==> src/rtl/flash_burst_rd.sv <==
// Burst read sequencer: splits {addr,len} requests into single-byte SPI engine
// transactions and streams the returned bytes through an output FIFO.
module flash_burst_rd #(
  parameter int unsigned FIFO_DEPTH = 8,
  parameter int unsigned LEN_W      = 16,
  parameter logic [7:0]  RD_CMD     = 8'h0B,
  parameter logic [2:0]  DUMMY_NUM  = 3'd1
) (
  input  logic             clk,
  input  logic             rst_n,
  input  logic             req_valid,
  output logic             req_ready,
  input  logic [23:0]      req_addr,
  input  logic [LEN_W-1:0] req_len,
  output logic             busy,
  output logic             done,
  output logic             err,
  output logic             m_valid,
  input  logic             m_ready,
  output logic [7:0]       m_data,
  output logic             spi_start,
  output logic [7:0]       spi_cmd,
  output logic [23:0]      spi_addr,
  output logic [2:0]       spi_dummy_num,
  input  logic             spi_finish,
  input  logic [7:0]       spi_rdata
);

  localparam int unsigned PTR_W = $clog2(FIFO_DEPTH);
  localparam int unsigned CNT_W = PTR_W + 1;
  localparam logic [CNT_W-1:0] DEPTH_C = CNT_W'(FIFO_DEPTH);

  typedef enum logic [1:0] {
    ST_IDLE  = 2'd0,
    ST_ISSUE = 2'd1,
    ST_WAIT  = 2'd2,
    ST_FIN   = 2'd3
  } state_t;

  state_t            state_r, state_s;
  logic [23:0]       cur_addr_r, cur_addr_s;
  logic [LEN_W-1:0]  remain_r, remain_s;
  logic              err_s, start_s, push_s, accept_s;
  logic              req_ready_r, busy_r, done_r, err_r, spi_start_r;
  logic [23:0]       spi_addr_r;

  logic [7:0]        mem_r [FIFO_DEPTH];
  logic [PTR_W-1:0]  wr_ptr_r, rd_ptr_r;
  logic [CNT_W-1:0]  fifo_cnt_r, fifo_cnt_s;
  logic              m_valid_r, pop_s, wr_en_s;

  assign req_ready     = req_ready_r;
  assign busy          = busy_r;
  assign done          = done_r;
  assign err           = err_r;
  assign spi_start     = spi_start_r;
  assign spi_addr      = spi_addr_r;
  assign spi_cmd       = RD_CMD;
  assign spi_dummy_num = DUMMY_NUM;
  assign m_valid       = m_valid_r;
  assign m_data        = mem_r[rd_ptr_r];

  // Sequencer next-state and per-byte transaction control
  always_comb begin
    state_s    = state_r;
    cur_addr_s = cur_addr_r;
    remain_s   = remain_r;
    err_s      = 1'b0;
    start_s    = 1'b0;
    push_s     = 1'b0;
    accept_s   = req_valid & req_ready_r;
    case (state_r)
      ST_IDLE: begin
        if (accept_s) begin
          cur_addr_s = req_addr;
          remain_s   = req_len;
          // Address 0 means "no address phase" to the engine, so it is rejected
          if ((req_len == {LEN_W{1'b0}}) || (req_addr == 24'h000000)) begin
            state_s = ST_FIN;
            err_s   = 1'b1;
          end else begin
            state_s = ST_ISSUE;
          end
        end else begin
          state_s = ST_IDLE;
        end
      end
      ST_ISSUE: begin
        if (fifo_cnt_r < DEPTH_C) begin
          start_s = 1'b1;
          state_s = ST_WAIT;
        end else begin
          state_s = ST_ISSUE;
        end
      end
      ST_WAIT: begin
        if (spi_finish) begin
          push_s   = 1'b1;
          remain_s = remain_r - LEN_W'(1);
          if (remain_r == LEN_W'(1)) begin
            state_s = ST_FIN;
          end else if (cur_addr_r == 24'hFFFFFF) begin
            state_s = ST_FIN;
            err_s   = 1'b1;
          end else begin
            cur_addr_s = cur_addr_r + 24'd1;
            state_s    = ST_ISSUE;
          end
        end else begin
          state_s = ST_WAIT;
        end
      end
      ST_FIN: begin
        state_s = ST_IDLE;
      end
      default: begin
        state_s = ST_IDLE;
      end
    endcase
  end

  // Sequencer state and registered outputs
  always_ff @(posedge clk or negedge rst_n) begin
    if (!rst_n) begin
      state_r     <= ST_IDLE;
      cur_addr_r  <= 24'h000000;
      remain_r    <= {LEN_W{1'b0}};
      req_ready_r <= 1'b1;
      busy_r      <= 1'b0;
      done_r      <= 1'b0;
      err_r       <= 1'b0;
      spi_start_r <= 1'b0;
      spi_addr_r  <= 24'h000000;
    end else begin
      state_r     <= state_s;
      cur_addr_r  <= cur_addr_s;
      remain_r    <= remain_s;
      req_ready_r <= (state_s == ST_IDLE);
      busy_r      <= (state_s == ST_ISSUE) || (state_s == ST_WAIT);
      done_r      <= (state_s == ST_FIN);
      err_r       <= err_s;
      spi_start_r <= start_s;
      spi_addr_r  <= start_s ? cur_addr_r : spi_addr_r;
    end
  end

  // FIFO occupancy bookkeeping; push+pop together leaves the count unchanged
  always_comb begin
    pop_s      = m_valid_r & m_ready;
    wr_en_s    = push_s & ((fifo_cnt_r != DEPTH_C) | pop_s);
    fifo_cnt_s = fifo_cnt_r;
    if (wr_en_s && !pop_s) begin
      fifo_cnt_s = fifo_cnt_r + CNT_W'(1);
    end else if (!wr_en_s && pop_s) begin
      fifo_cnt_s = fifo_cnt_r - CNT_W'(1);
    end else begin
      fifo_cnt_s = fifo_cnt_r;
    end
  end

  // FIFO storage and pointers
  always_ff @(posedge clk or negedge rst_n) begin
    if (!rst_n) begin
      wr_ptr_r   <= {PTR_W{1'b0}};
      rd_ptr_r   <= {PTR_W{1'b0}};
      fifo_cnt_r <= {CNT_W{1'b0}};
      m_valid_r  <= 1'b0;
      for (int i = 0; i < int'(FIFO_DEPTH); i++) begin
        mem_r[i] <= 8'h00;
      end
    end else begin
      if (wr_en_s) begin
        mem_r[wr_ptr_r] <= spi_rdata;
        wr_ptr_r        <= wr_ptr_r + PTR_W'(1);
      end else begin
        wr_ptr_r <= wr_ptr_r;
      end
      if (pop_s) begin
        rd_ptr_r <= rd_ptr_r + PTR_W'(1);
      end else begin
        rd_ptr_r <= rd_ptr_r;
      end
      fifo_cnt_r <= fifo_cnt_s;
      m_valid_r  <= (fifo_cnt_s != {CNT_W{1'b0}});
    end
  end

endmodule

==> config.mk <==
export PLATFORM = sky130hd
export DESIGN_NAME = flash_burst_rd
export DESIGN_NICKNAME = d
export VERILOG_FILES = /design/src/rtl/flash_burst_rd.sv
export SDC_FILE = /design/constraint.sdc
export NUM_CORES = 1
export LEC_CHECK = 0
export ABC_CLOCK_PERIOD_IN_PS = 2730
export CORE_MARGIN = 2
export CORE_UTILIZATION = 55
export CTS_CLUSTER_DIAMETER = 60
export DETAILED_ROUTE_END_ITERATION = 6
export HOLD_SLACK_MARGIN = 0.03
export PLACE_DENSITY = 0.84
export SYNTH_ARGS = -nofsm -noshare
export SYNTH_HDL_FRONTEND = slang
export SYNTH_SLANG_ARGS = --single-unit
==> constraint.sdc <==
create_clock -name clk -period 2.73 [get_ports clk]
set_input_delay 0.4095 -clock clk [delete_from_list [all_inputs] [get_ports clk]]
set_output_delay 0.4095 -clock clk [all_outputs]
set_load 0.005 [all_outputs]
---- Word-level counts from Yosys, hierarchy flattened ----
Index checks and enable logic that the tools add are counted.
cells by class
  bitwise gates (word level) .............. 6
  add/sub/neg operators ................... 6
  reduce and logical (&&, ||, !) cells .... 15
  muxes and demuxes ....................... 33
  eq/ne operators ......................... 13
  order comparisons ....................... 4
operators with widths
  kind                   count
  $mux 24                4
  $bwmux 64              1
  $pmux 24 s2            1
  $mux 16                2
  $pmux 16 s2            1
  $add 24x1->24 const B  1
  $bmux 8 s3             1
  $demux 8 s3            1
  $eq 24x24->1 const B   1
  $logic_not 24->1       1
  $mux 8                 3
  $eq 16x1->1 const B    1
  $logic_not 16->1       1
  $sub 16x1->16 const B  1
  $mux 2                 6
  $mux 1                 9
  $eq 2x2->1 const B     4
  $ge 4x4->1 const B     2
  $mux 4                 2
  $ne 2x2->1 const B     4
  $not 3->4              2
  $pmux 2 s4             1
  $add 3x1->3 const B    2
  $reduce_and 5->1       1
  16 further kinds       24
storage, ports and cells
  output and inout bits ................... 49
  register bits after elaboration ......... 146
  input port bits ......................... 53
  logic and storage cells ................. 98

---- Depth between registers and ports, before layout ----
Gate-level depths: netlist of run 1.
  word-level depth ........................ 8
  gate-level depth with buffers ........... 8
  gate-level depth less buffers ........... 7

---- Worst setup path after synthesis of run 1 ----
No wires, ideal clock.
  path kind ............................... register to register
  from .................................... reg fifo_cnt_r[0]
  to ...................................... reg m_valid_r (netlist: m_valid)
  data required time ...................... 2.599 ns
  clock period less this slack ............ 2.196 ns
  arrival ................................. 2.065 ns
  buffers on the path ..................... 1
  setup time .............................. 0.131 ns
  path slack .............................. 0.534 ns
  cell stages (with the launch flop) ...... 9
  cell sequence ........................... dfrtp_1 -> inv_1 -> ha_1 -> and3b_1 -> or3b_2 -> buf_2 -> o22ai_1 -> xor2_1 -> or3_1
between the ends
  longest elaborated chain between the ends .. 8
RTL lines
  what                      line  source
  start: declaration        49    logic [CNT_W-1:0] fifo_cnt_r, fifo_cnt_s;
  start signal: assignment  166   fifo_cnt_r <= {CNT_W{1'b0}};
  start signal: assignment  183   fifo_cnt_r <= fifo_cnt_s;
  $ne 4x4->1                150   wr_en_s = push_s & ((fifo_cnt_r != DEPTH_C) | pop_s);
  $or 1x1->1                150
  $and 1x1->1               150
  $logic_not 1->1           154   end else if (!wr_en_s && pop_s) begin
  $logic_and 1x1->1         154
  $mux 4                    154
  $mux 4 (*)                152   if (wr_en_s && !pop_s) begin
  via fifo_cnt_s[3]         49
  $reduce_bool 4->1 (*)     184   m_valid_r <= (fifo_cnt_s != {CNT_W{1'b0}});
  end signal: assignment    184
  end: declaration          50    logic m_valid_r, pop_s, wr_en_s;
The timed path passes the listed nets; every way through them passes the cells marked *.
A chain may end at the register's enable or synchronous reset.

---- Worst setup path in the final report of run 1 ----
  from .................................... reg rd_ptr_r[0]
  to ...................................... out m_data[2]
between the ends
  longest elaborated chain between the ends .. 4
RTL lines
  what                                        line  source
  start: declaration                          48    logic [PTR_W-1:0] wr_ptr_r, rd_ptr_r;
  start signal: assignment                    165   rd_ptr_r <= {PTR_W{1'b0}};
  start signal: assignment                    179   rd_ptr_r <= rd_ptr_r + PTR_W'(1);
  start signal: assignment                    181   rd_ptr_r <= rd_ptr_r;
  $not 3->4 (implied by the code)             61    assign m_data = mem_r[rd_ptr_r];
  $bmux 8 s3                                  61
  $mux 8 (implied by the code) (2 in series)  61
  end: declaration                            20    output logic [7:0] m_data,
Every way passes these cells. The select of a mux whose other input is x is not followed.

==> qor.txt, run 1 <==
Status -> finished clean
Synth async-reset ratio -> 100%
Detail Route Antenna Nets -> 0
Worst Setup Start Kind -> flop
Critical Path RT -> 2320 ps
Maximum VDD drop -> 0.513 mV
Clk buf depth -> 2
CTS tree -> built
CP max FO -> 7
DR pass1 iterations -> 5
Average vias per placed instance -> 6.26
Die area -> 14600 um2
Final wirelength -> 18500 um
Fin area -> 9270 um2
Syn Area/Cell -> 11.4 um2
Yosys cell types -> 65
Seq/Total Area, Yosys -> 48.8%
GRT Util Overall -> 26.5%
DRC viols -> 0
Most frequent cells in the layout -> dfrtp_1, mux2_2, clkdlybuf4s50_1
Area Growth Syn to Fin -> 23.8%
Final hold vios -> 0
Ports -> 102
Die Y -> 121 um
CP Data Arrival Time -> 2280 ps
Clk slew on worst S/H paths -> 60 ps
H-tree depth reported by CTS -> 4
Worst slew pin tran -> 723 ps
Crit path kind -> reg -> out
Slew headroom -> 51.8%
First-pass GRT wire length -> 30400 um
Total Neg Setup Slack -> 0 ps
Total Power Consumption -> 10.5 mW
Pre-CTS WS -> 214 ps
Via count -> 5930
Max cap viols -> 0
Mapped Cells -> 659
Post-layout min period -> 2690 ps
#FFs+latches synth -> 146
Fin Clk Skew -> 5.49 ps
Pins Over Slew Limit -> 0
Placed insts -> 910
Row count -> 42
Vias in the first global route -> 6099
Leakage -> 3.95 nW
Share of layout cells above drive strength 1 -> 24.9%
Iter 0 DRT Violations -> 552
Post-Route Utilization -> 70.0%
Ys Warns -> 0
PD cells -> 1130 nW/um2
Share of the synthesized area in the top cell type -> 48.5%
HPWL after DPL -> 12700 um
Root buf cell -> clkbuf_16
Final GP Congestion -> 0.909
Worst Hold Margin -> 493 ps
Most common cell after layout, fill and taps aside -> dfrtp_1
Top cells by area, synth -> dfrtp_1, mux2_2, mux4_2, a21oi_1, o21ai_0
Ant diodes -> 0
Post-synth top flop -> dfrtp_1
Pin count of the biggest net entering global routing -> 60
Num CTS Buffers -> 17
Drt wl/cell -> 19.5 um
IO buf count -> 90
Fmax achieved -> 372 MHz
Final setup fails -> 0
Endpoint class of the critical path -> primary output
Starting density of the core -> 56.5%
Number of flops mapped to enable cells by yosys -> 0
Initial antenna violation count -> 0
Post-Place Cell Area -> 8620 um2
Core area -> 13200 um2
Worst min-delay path class -> in -> async
Final WS setup -> 40.6 ps
Synth area leader -> dfrtp_1
Clock latency on the worst-skew pair -> 430 ps
CTS sink cnt -> 146
Synth Cell Area -> 7480 um2
Grt total ovfl -> 0
# nets final -> 820
Period Utilization, post-route -> 98.5%
Die Wd -> 121 um
Non-filler cells, final -> 947
-- final cells by class --
class	instances	area, um2
Clock buffer	18	439
Clock inverter	14	140
Fill cell	927	3980
Inverter	12	45.0
Multi-Input combinational cell	462	3600
Sequential cell	146	3660
Tap cell	176	220
Timing Repair Buffer	119	1170
-- kinds of logic (layout without fill, tap and decap cells) --
family,count (synthesis),count (layout),synth area share [%]
AOI/OAI and AO/OA,141,141,12.3
xor gates and xnor gates,7,7,0.819
adders and majority gates,9,9,1.50
buffers and inverters,60,163,3.68
DFF,146,146,48.8
muxes,115,115,19.7
other,2,11,0.100
and+or+nand+nor,179,179,13.1
-- registers in the layout (all words and copies together) (netlist names), 2 cells and up --
signal	flops
cur_addr_r	24
fifo_cnt_r	4
mem_r	64
rd_ptr_r	3
remain_r	16
spi_addr	24
state_r	2
wr_ptr_r	3
-- critical path: stages, from the launching register on --
cell	delay, ps
dfrtp_2	440
clkbuf_16	190
mux4_2	500
mux2_2	280
clkdlybuf4s50_1	440
-- cells in the mapped netlist, types with 7 or more instances --
cell / count
dfrtp_1: 145
mux2_2: 97
nor2_1: 42
a21oi_1: 37
nand2_1: 34
o21ai_0: 33
clkbuf_1: 23
nand3_1: 19
nand4_1: 17
mux4_2: 16
nor4_1: 14
inv_1: 12
and3_1: 11
buf_4: 11
a31oi_1: 10
o22ai_1: 10
ha_1: 9
buf_1: 7
nor3_1: 7
o22a_1: 7
-- power by group --
group / internal [mW] / switching, mW / total (mW)
Clock: 1.36 / 0.927 / 2.29
Sequential: 3.12 / 0.975 / 4.09
Combinational: 2.30 / 1.81 / 4.11
Total: 6.78 / 3.71 / 10.5
-- worst paths after layout --
check	start	endpoint	slack (ps)	cells after the start
setup reg to reg	cur_addr_r[0]	cur_addr_r[16]	320	7
min in group clk	mem_r[16]	mem_r[16]	500	1
hold reg to reg	mem_r[16]	mem_r[16]	500	1
max in group asynchronous	rst_n	cur_addr_r[12]	1360	3
setup / recovery	rd_ptr_r[0]	m_data[2]	40	4
hold / removal	rst_n	mem_r[29]	490	2
-- per-layer routing --
layer / vias up / share of wire (%) / global-route usage, %
met1: 2953 / 41 / 33.4
met2: 272 / 51 / 45.4
met4: 0 / 2.3 / 9.16
met3: 50 / 6.1 / 5.57
met5: - / 0 / 0
li1: 2655 / - / -
-- timing repair --
action,CTS,global route
hold endpoints to repair,47,0
endpoints found under the setup margin,8,8
pin swaps,0,0
setup buffers,1,2
gates resized for setup,1,2
gates cloned,0,1
hold buffers,1,0
No activity file was read; power rests on OpenSTA's default activity.
==> inputs of run 2 (changes only) <==
--- a/config.mk
+++ b/config.mk
@@ -11,7 +11,8 @@
 export CTS_CLUSTER_DIAMETER = 60
 export DETAILED_ROUTE_END_ITERATION = 6
 export HOLD_SLACK_MARGIN = 0.03
-export PLACE_DENSITY = 0.84
+export MAX_ROUTING_LAYER = met4
+export PLACE_DENSITY_LB_ADDON = 0.25
 export SYNTH_ARGS = -nofsm -noshare
 export SYNTH_HDL_FRONTEND = slang
 export SYNTH_SLANG_ARGS = --single-unit
==> qor.txt, run 2 (synthesis gave the netlist of run 1 again) <==
Status -> finished clean (unchanged)
Worst Hold Margin -> 36.8 ps (was 493 ps)
Endpoint class of the critical path -> primary output (unchanged)
Ports -> 102 (unchanged)
Drt wl/cell -> 18.9 um (was 19.5 um)
PD cells -> 1150 nW/um2 (was 1130 nW/um2)
Iter 0 DRT Violations -> 534 (was 552)
Register area -> 3660 um2 (unchanged)
Post-Route Utilization -> 70.7% (was 70.0%)
Leakage -> 4.03 nW (was 3.95 nW)
Final setup fails -> 0 (unchanged)
Pre-CTS WS -> 210 ps (was 214 ps)
Ant diodes -> 0 (unchanged)
Die Y -> 121 um (unchanged)
Vias in the first global route -> 5863 (was 6099)
Clock latency on the worst-skew pair -> 430 ps (about the same)
Clk buf depth -> 2 (unchanged)
Area of the multi-input gates -> 3600 um2 (unchanged)
Reg with most FFs -> mem_r (unchanged)
Clk slew on worst S/H paths -> 60 ps (about the same)
RR Endpoint -> cur_addr_r[16] (unchanged)
IO buf count -> 90 (unchanged)
Final wirelength -> 17900 um (was 18500 um)
Placed insts -> 908 (was 910)
DRC viols -> 0 (unchanged)
Grt total ovfl -> 0 (unchanged)
CTS tree -> built (unchanged)
Final hold vios -> 0 (unchanged)
Starting density of the core -> 56.5% (unchanged)
CP Data Arrival Time -> 2270 ps (was 2280 ps)
Max FFs per register -> 64 (unchanged)
Most common cell after layout, fill and taps aside -> dfrtp_1 (unchanged)
Die Wd -> 121 um (unchanged)
GRT Util Overall -> 27.1% (was 26.5%)
H-tree depth reported by CTS -> 4 (unchanged)
CP max FO -> 8 (was 7)
Row count -> 42 (unchanged)
Slew headroom -> 45.8% (was 51.8%)
DR pass1 iterations -> 6 (was 5)
Max cap viols -> 0 (unchanged)
Average vias per placed instance -> 6.15 (was 6.26)
First-pass GRT wire length -> 30100 um (was 30400 um)
Fmax achieved -> 373 MHz (was 372 MHz)
Maximum VDD drop -> 0.535 mV (was 0.513 mV)
R2r worst-path depth -> 7 (unchanged)
Num CTS Buffers -> 17 (unchanged)
Worst slew pin tran -> 813 ps (was 723 ps)
Critical Path RT -> 2320 ps (about the same)
Share of layout cells above drive strength 1 -> 24.6% (was 24.9%)
Via count -> 5816 (was 5930)
CTS sink cnt -> 146 (unchanged)
Final WS setup -> 47.9 ps (was 40.6 ps)
Flop-to-flop setup slack -> 310 ps (was 320 ps)
Root buf cell -> clkbuf_16 (unchanged)
Crit path kind -> reg -> out (unchanged)
Worst min-delay path class -> in -> async (unchanged)
R2r startpoint -> cur_addr_r[0] (unchanged)
Worst Setup Start Kind -> flop (unchanged)
Core area -> 13200 um2 (unchanged)
# nets final -> 819 (was 820)
Initial antenna violation count -> 0 (unchanged)
Period Utilization, post-route -> 98.2% (was 98.5%)
Pins Over Slew Limit -> 0 (unchanged)
Final GP Congestion -> 0.918 (was 0.909)
Area Growth Syn to Fin -> 25.0% (was 23.8%)
Die area -> 14600 um2 (unchanged)
HPWL after DPL -> 12300 um (was 12700 um)
Number of fill cells -> 966 (was 927)
Detail Route Antenna Nets -> 0 (unchanged)
Pin count of the biggest net entering global routing -> 88 (was 60)
Non-filler cells, final -> 945 (was 947)
Post-layout min period -> 2680 ps (was 2690 ps)
Most frequent cells in the layout -> dfrtp_1, mux2_2, clkdlybuf4s50_1 (unchanged)
Fin Clk Skew -> 12.3 ps (was 5.49 ps)
==> run 2: critical path: stages, from the launching register on <==
cell and delay [ps]:
dfrtp_2 440, clkbuf_16 190, mux4_2 500, mux2_2 270, clkdlybuf4s50_1 440
==> run 2: routing by layer <==
layer | wire length, um | GRT usage, % | up-vias
li1 | - | - | 2645
met1 | 7500 | 34.6 | 2930
met2 | 9060 | 43.9 | 212
met3 | 974 | 4.76 | 29
met4 | 331 | 9.88 | 0
met5 | 0 | - | -
==> run 2: final cells by class <==
| class | count | area share (%) |
|---|---|---|
| inverter | 12 | 0.481 |
| clock buffer | 21 | 4.92 |
| multi-input combinational | 462 | 38.4 |
| timing repair buffer | 118 | 12.6 |
| clock inverter | 10 | 2.19 |
| sequential | 146 | 39.1 |
| tap | 176 | 2.35 |
==> run 2: where the power goes <==
group | internal, mW | switching, mW | leakage (nW)
clock | 1.75 | 0.881 | 0.319
sequential | 3.12 | 0.938 | 1.81
combinational | 2.31 | 1.77 | 1.90
total | 7.18 | 3.59 | 4.03
==> run 2: how the worst max path moves through the flow <==
stage                        from        end  slack [ps]  cells after the start
finish                rd_ptr_r[0]  m_data[2]          50                      4
detailed placement        m_ready  mem_r[50]         210                      6
floorplan           fifo_cnt_r[0]    m_valid         530                      8
global route          rd_ptr_r[0]  m_data[2]       -0.04                      4
global placement          m_ready  mem_r[37]         280                      6
CTS                   rd_ptr_r[0]  m_data[5]         0.6                      4
==> run 2: through the flow <==
stage | power, mW | TNS (ps) | instance area [um2]
3_5_place_dp | 8.03 | 0 | 8620
5_1_grt | 11.5 | -0.0386 | 9360
4_1_cts | 10.8 | 0 | 9320
6_report | 10.8 | 0 | 9360
2_1_floorplan | 6.46 | 0 | 7520
3_3_place_gp | 7.80 | 0 | 8620
==> run 2: what timing repair did <==
action | 4_1_cts | 5_1_grt
endpoints found under the setup margin | 8 | 7
gates cloned | 1 | 0
endpoints found under the hold margin | 0 | 0
setup buffers | 1 | 4
hold buffers | 0 | 0
resized for setup | 3 | 4
pin swaps | 0 | 0
==> inputs of run 3 (changes only) <==
--- a/config.mk
+++ b/config.mk
@@ -5,6 +5,7 @@
 export SDC_FILE = /design/constraint.sdc
 export NUM_CORES = 1
 export LEC_CHECK = 0
+export ABC_AREA = 1
 export ABC_CLOCK_PERIOD_IN_PS = 2730
 export CORE_MARGIN = 2
 export CORE_UTILIZATION = 55
==> qor.txt, run 3 <==
Top cells by area, synth -> dfrtp_1, nand2_1, o21ai_0, nor2_1, inv_1 (was dfrtp_1, mux2_2, mux4_2, a21oi_1, o21ai_0)
CTS sink cnt -> 146 (unchanged)
DRC viols -> 0 (unchanged)
Critical Path RT -> 2320 ps (about the same)
Die Y -> 123 um (was 121 um)
Most frequent cells in the layout -> nand2_1, dfrtp_1, nor2_1 (was dfrtp_1, mux2_2, clkdlybuf4s50_1)
Share of layout cells above drive strength 1 -> 6.82% (was 24.6%)
Max cap viols -> 0 (unchanged)
Detail Route Antenna Nets -> 0 (unchanged)
IO buf count -> 90 (unchanged)
Num CTS Buffers -> 17 (unchanged)
Clock latency on the worst-skew pair -> 430 ps (about the same)
HPWL after DPL -> 13400 um (was 12300 um)
Total Neg Setup Slack -> 0 ps (unchanged)
GRT Util Overall -> 28.6% (was 27.1%)
Most common cell after layout, fill and taps aside -> nand2_1 (was dfrtp_1)
Ports -> 102 (unchanged)
Max FFs per register -> 64 (unchanged)
Core area -> 13900 um2 (was 13200 um2)
Synth area leader -> dfrtp_1 (unchanged)
Synth Area in Simple Gates -> 29.4% (was 13.1%)
Endpoint class of the critical path -> primary output (unchanged)
Post-Place Cell Area -> 8770 um2 (was 8620 um2)
Leakage -> 4.46 nW (was 4.03 nW)
Syn Area/Cell -> 7.69 um2 (was 11.4 um2)
Hold Path Stages -> 2
First-pass GRT wire length -> 32900 um (was 30100 um)
Vias in the first global route -> 6852 (was 5863)
Average vias per placed instance -> 5.51 (was 6.15)
Seq/Total Area, Yosys -> 46.6% (was 48.8%)
Worst hold endpoint -> spi_addr[2]
R2r worst-path depth -> 11 (was 7)
Worst Hold Margin -> 470 ps (was 36.8 ps)
Final GP Congestion -> 0.869 (was 0.918)
Fmax achieved -> 381 MHz (was 373 MHz)
R2r startpoint -> state_r[0] (was cur_addr_r[0])
Clk slew on worst S/H paths -> 60 ps (about the same)
Pins Over Slew Limit -> 0 (unchanged)
Pin count of the biggest net entering global routing -> 72 (was 88)
Initial antenna violation count -> 0 (unchanged)
Fin area -> 9480 um2 (was 9360 um2)
Top-count cell post-synth -> nand2_1 (was dfrtp_1)
RR Endpoint -> cur_addr_r[14] (was cur_addr_r[16])
Combinational family with the most area after synthesis -> simple AND/OR/NAND/NOR gates (was multiplexers)
Area Growth Syn to Fin -> 20.9% (was 25.0%)
Root buf cell -> clkbuf_16 (unchanged)
Row count -> 43 (was 42)
Final WS setup -> 107 ps (was 47.9 ps)
DR pass1 iterations -> 5 (was 6)
Drt wl/cell -> 15.3 um (was 18.9 um)
CP Data Arrival Time -> 2210 ps (was 2270 ps)
Worst slew pin tran -> 687 ps (was 813 ps)
Worst Setup Start Kind -> flop (unchanged)
Pre-CTS WS -> 292 ps (was 210 ps)
CTS tree -> built (unchanged)
Compound-gate portion of the synthesized area -> 13.4% (was 12.3%)
Commonest cells in the netlist -> nand2_1, dfrtp_1, nor2_1 (was dfrtp_1, mux2_2, nor2_1)
Post-layout min period -> 2620 ps (was 2680 ps)
Final hold vios -> 0 (unchanged)
Clk buf depth -> 2 (unchanged)
# nets final -> 1165 (was 819)
Slew headroom -> 54.2% (was 45.8%)
#FFs+latches synth -> 146 (unchanged)
Post-synth top flop -> dfrtp_1 (unchanged)
Synth async-reset ratio -> 100% (unchanged)
Grt total ovfl -> 0 (unchanged)
Via count -> 7132 (was 5816)
PD cells -> 1120 nW/um2 (was 1150 nW/um2)
Share of the synthesized area in the top cell type -> 46.3% (was 48.5%)
Worst min-delay path class -> reg -> reg (was in -> async)
Maximum VDD drop -> 0.575 mV (was 0.535 mV)
Ys Warns -> 0 (unchanged)
Die area -> 15200 um2 (was 14600 um2)
Flop-to-flop setup slack -> 480 ps (was 310 ps)
Hold_sp -> spi_addr[2]
Period Utilization, post-route -> 96.1% (was 98.2%)
Mux contribution to synthesized area -> 0.383% (was 19.7%)
Synth Cell Area -> 7840 um2 (was 7480 um2)
Fin Clk Skew -> 6.02 ps (was 12.3 ps)
Iter 0 DRT Violations -> 514 (was 534)
Die Wd -> 123 um (was 121 um)
Xor/xnor share of the synthesized area -> 0.782% (was 0.819%)
Yosys cell types -> 45 (was 65)
Starting density of the core -> 56.5% (about the same)
CP max FO -> 17 (was 8)
Ant diodes -> 0 (unchanged)
RSZ-0062 raised after global routing -> no
H-tree depth reported by CTS -> 4 (unchanged)
Reg with most FFs -> mem_r (unchanged)
Final wirelength -> 19800 um (was 17900 um)
Adder-Cell Fraction of Synth Area -> 1.44% (was 1.50%)
Number of flops mapped to enable cells by yosys -> 0 (unchanged)
Final setup fails -> 0 (unchanged)
Crit path kind -> reg -> out (unchanged)
Mapped Cells -> 1019 (was 659)
Status -> finished clean (unchanged)
==> run 3: cell count changes in the layout (fill, tap and decap cells not counted), sizes merged, moves of 14 or more <==
| cell | before | now |
|---|---|---|
| inv | 12 | 74 |
| mux4 | 16 | 0 |
| nor2 | 43 | 127 |
| nand2 | 34 | 336 |
| a21oi | 39 | 13 |
| o32ai | 0 | 16 |
| o21ai | 35 | 148 |
| nor4 | 16 | 2 |
| mux2 | 97 | 0 |
| nand3 | 19 | 40 |
==> run 3: metrics by stage <==
stage / instances / power (mW) / util (%)
2_1_floorplan: 1028 / 6.36 / -
3_3_place_gp: 1262 / 7.67 / 63.2
3_5_place_dp: 1262 / 7.81 / 63.2
4_1_cts: 1294 / 10.6 / 68.1
5_1_grt: 1295 / 11.4 / 68.3
6_report: 1295 / 10.6 / 68.3
==> run 3: worst max path at each step <==
stage / start / endpoint / slack [ps] / cells after the start
2_1_floorplan: cur_addr_r[0] / busy / 960 / 11
3_3_place_gp: rd_ptr_r[1] / m_data[7] / 350 / 5
3_5_place_dp: rd_ptr_r[1] / m_data[1] / 290 / 5
4_1_cts: rd_ptr_r[0] / m_data[7] / 7 / 7
5_1_grt: rd_ptr_r[0] / m_data[7] / 7 / 7
6_report: rd_ptr_r[0] / m_data[7] / 110 / 7
==> run 3: cell type report <==
cell class / count / area, um2
clock buffer: 22 / 474
clock inverter: 9 / 201
fill: 1181 / 4400
inverter: 76 / 289
multi-input combinational: 757 / 3600
sequential: 146 / 3660
tap: 180 / 225
timing repair buffer: 105 / 1030
==> run 3: kinds of logic after synthesis <==
kind of cell,count (synthesis)
simple gates,535
compound gates,192
flops,146
buf+inv,125
fa+ha+maj,9
xor+xnor,7
mux,3
other cells,2
==> run 3: power by group <==
group	total (mW)	leakage, nW	internal, mW	switching (mW)
sequential	3.95	1.87	3.10	0.850
clock	2.67	0.326	1.78	0.890
combinational	3.96	2.26	1.68	2.27
total	10.6	4.46	6.56	4.01
==> run 3: repair_timing <==
| item | CTS | global route |
|---|---|---|
| setup buffers | 0 | 1 |
| endpoints found under the setup margin | 8 | 8 |
| resized for setup | 2 | 4 |
| endpoints found under the hold margin | 15 | 0 |
| gates cloned | 0 | 0 |
| hold buffers | 1 | 0 |
==> run 3: metal layers <==
layer	GRT usage, %	share of wire, %	routed length (um)	up-vias
met5	-	0	0	-
met1	35.5	43	8410	3390
met3	5.67	5.5	1080	31
met4	9.73	1.8	350	0
met2	46.9	50	9930	242
li1	-	-	-	3469
==> run 3: critical path, cell delays in order, from the launching register on <==
cell,delay (ps)
dfrtp_2,440
inv_1,110
buf_6,190
nor2_1,70
o32ai_1,290
nand2_1,90
nand2_1,90
clkdlybuf4s50_1,500
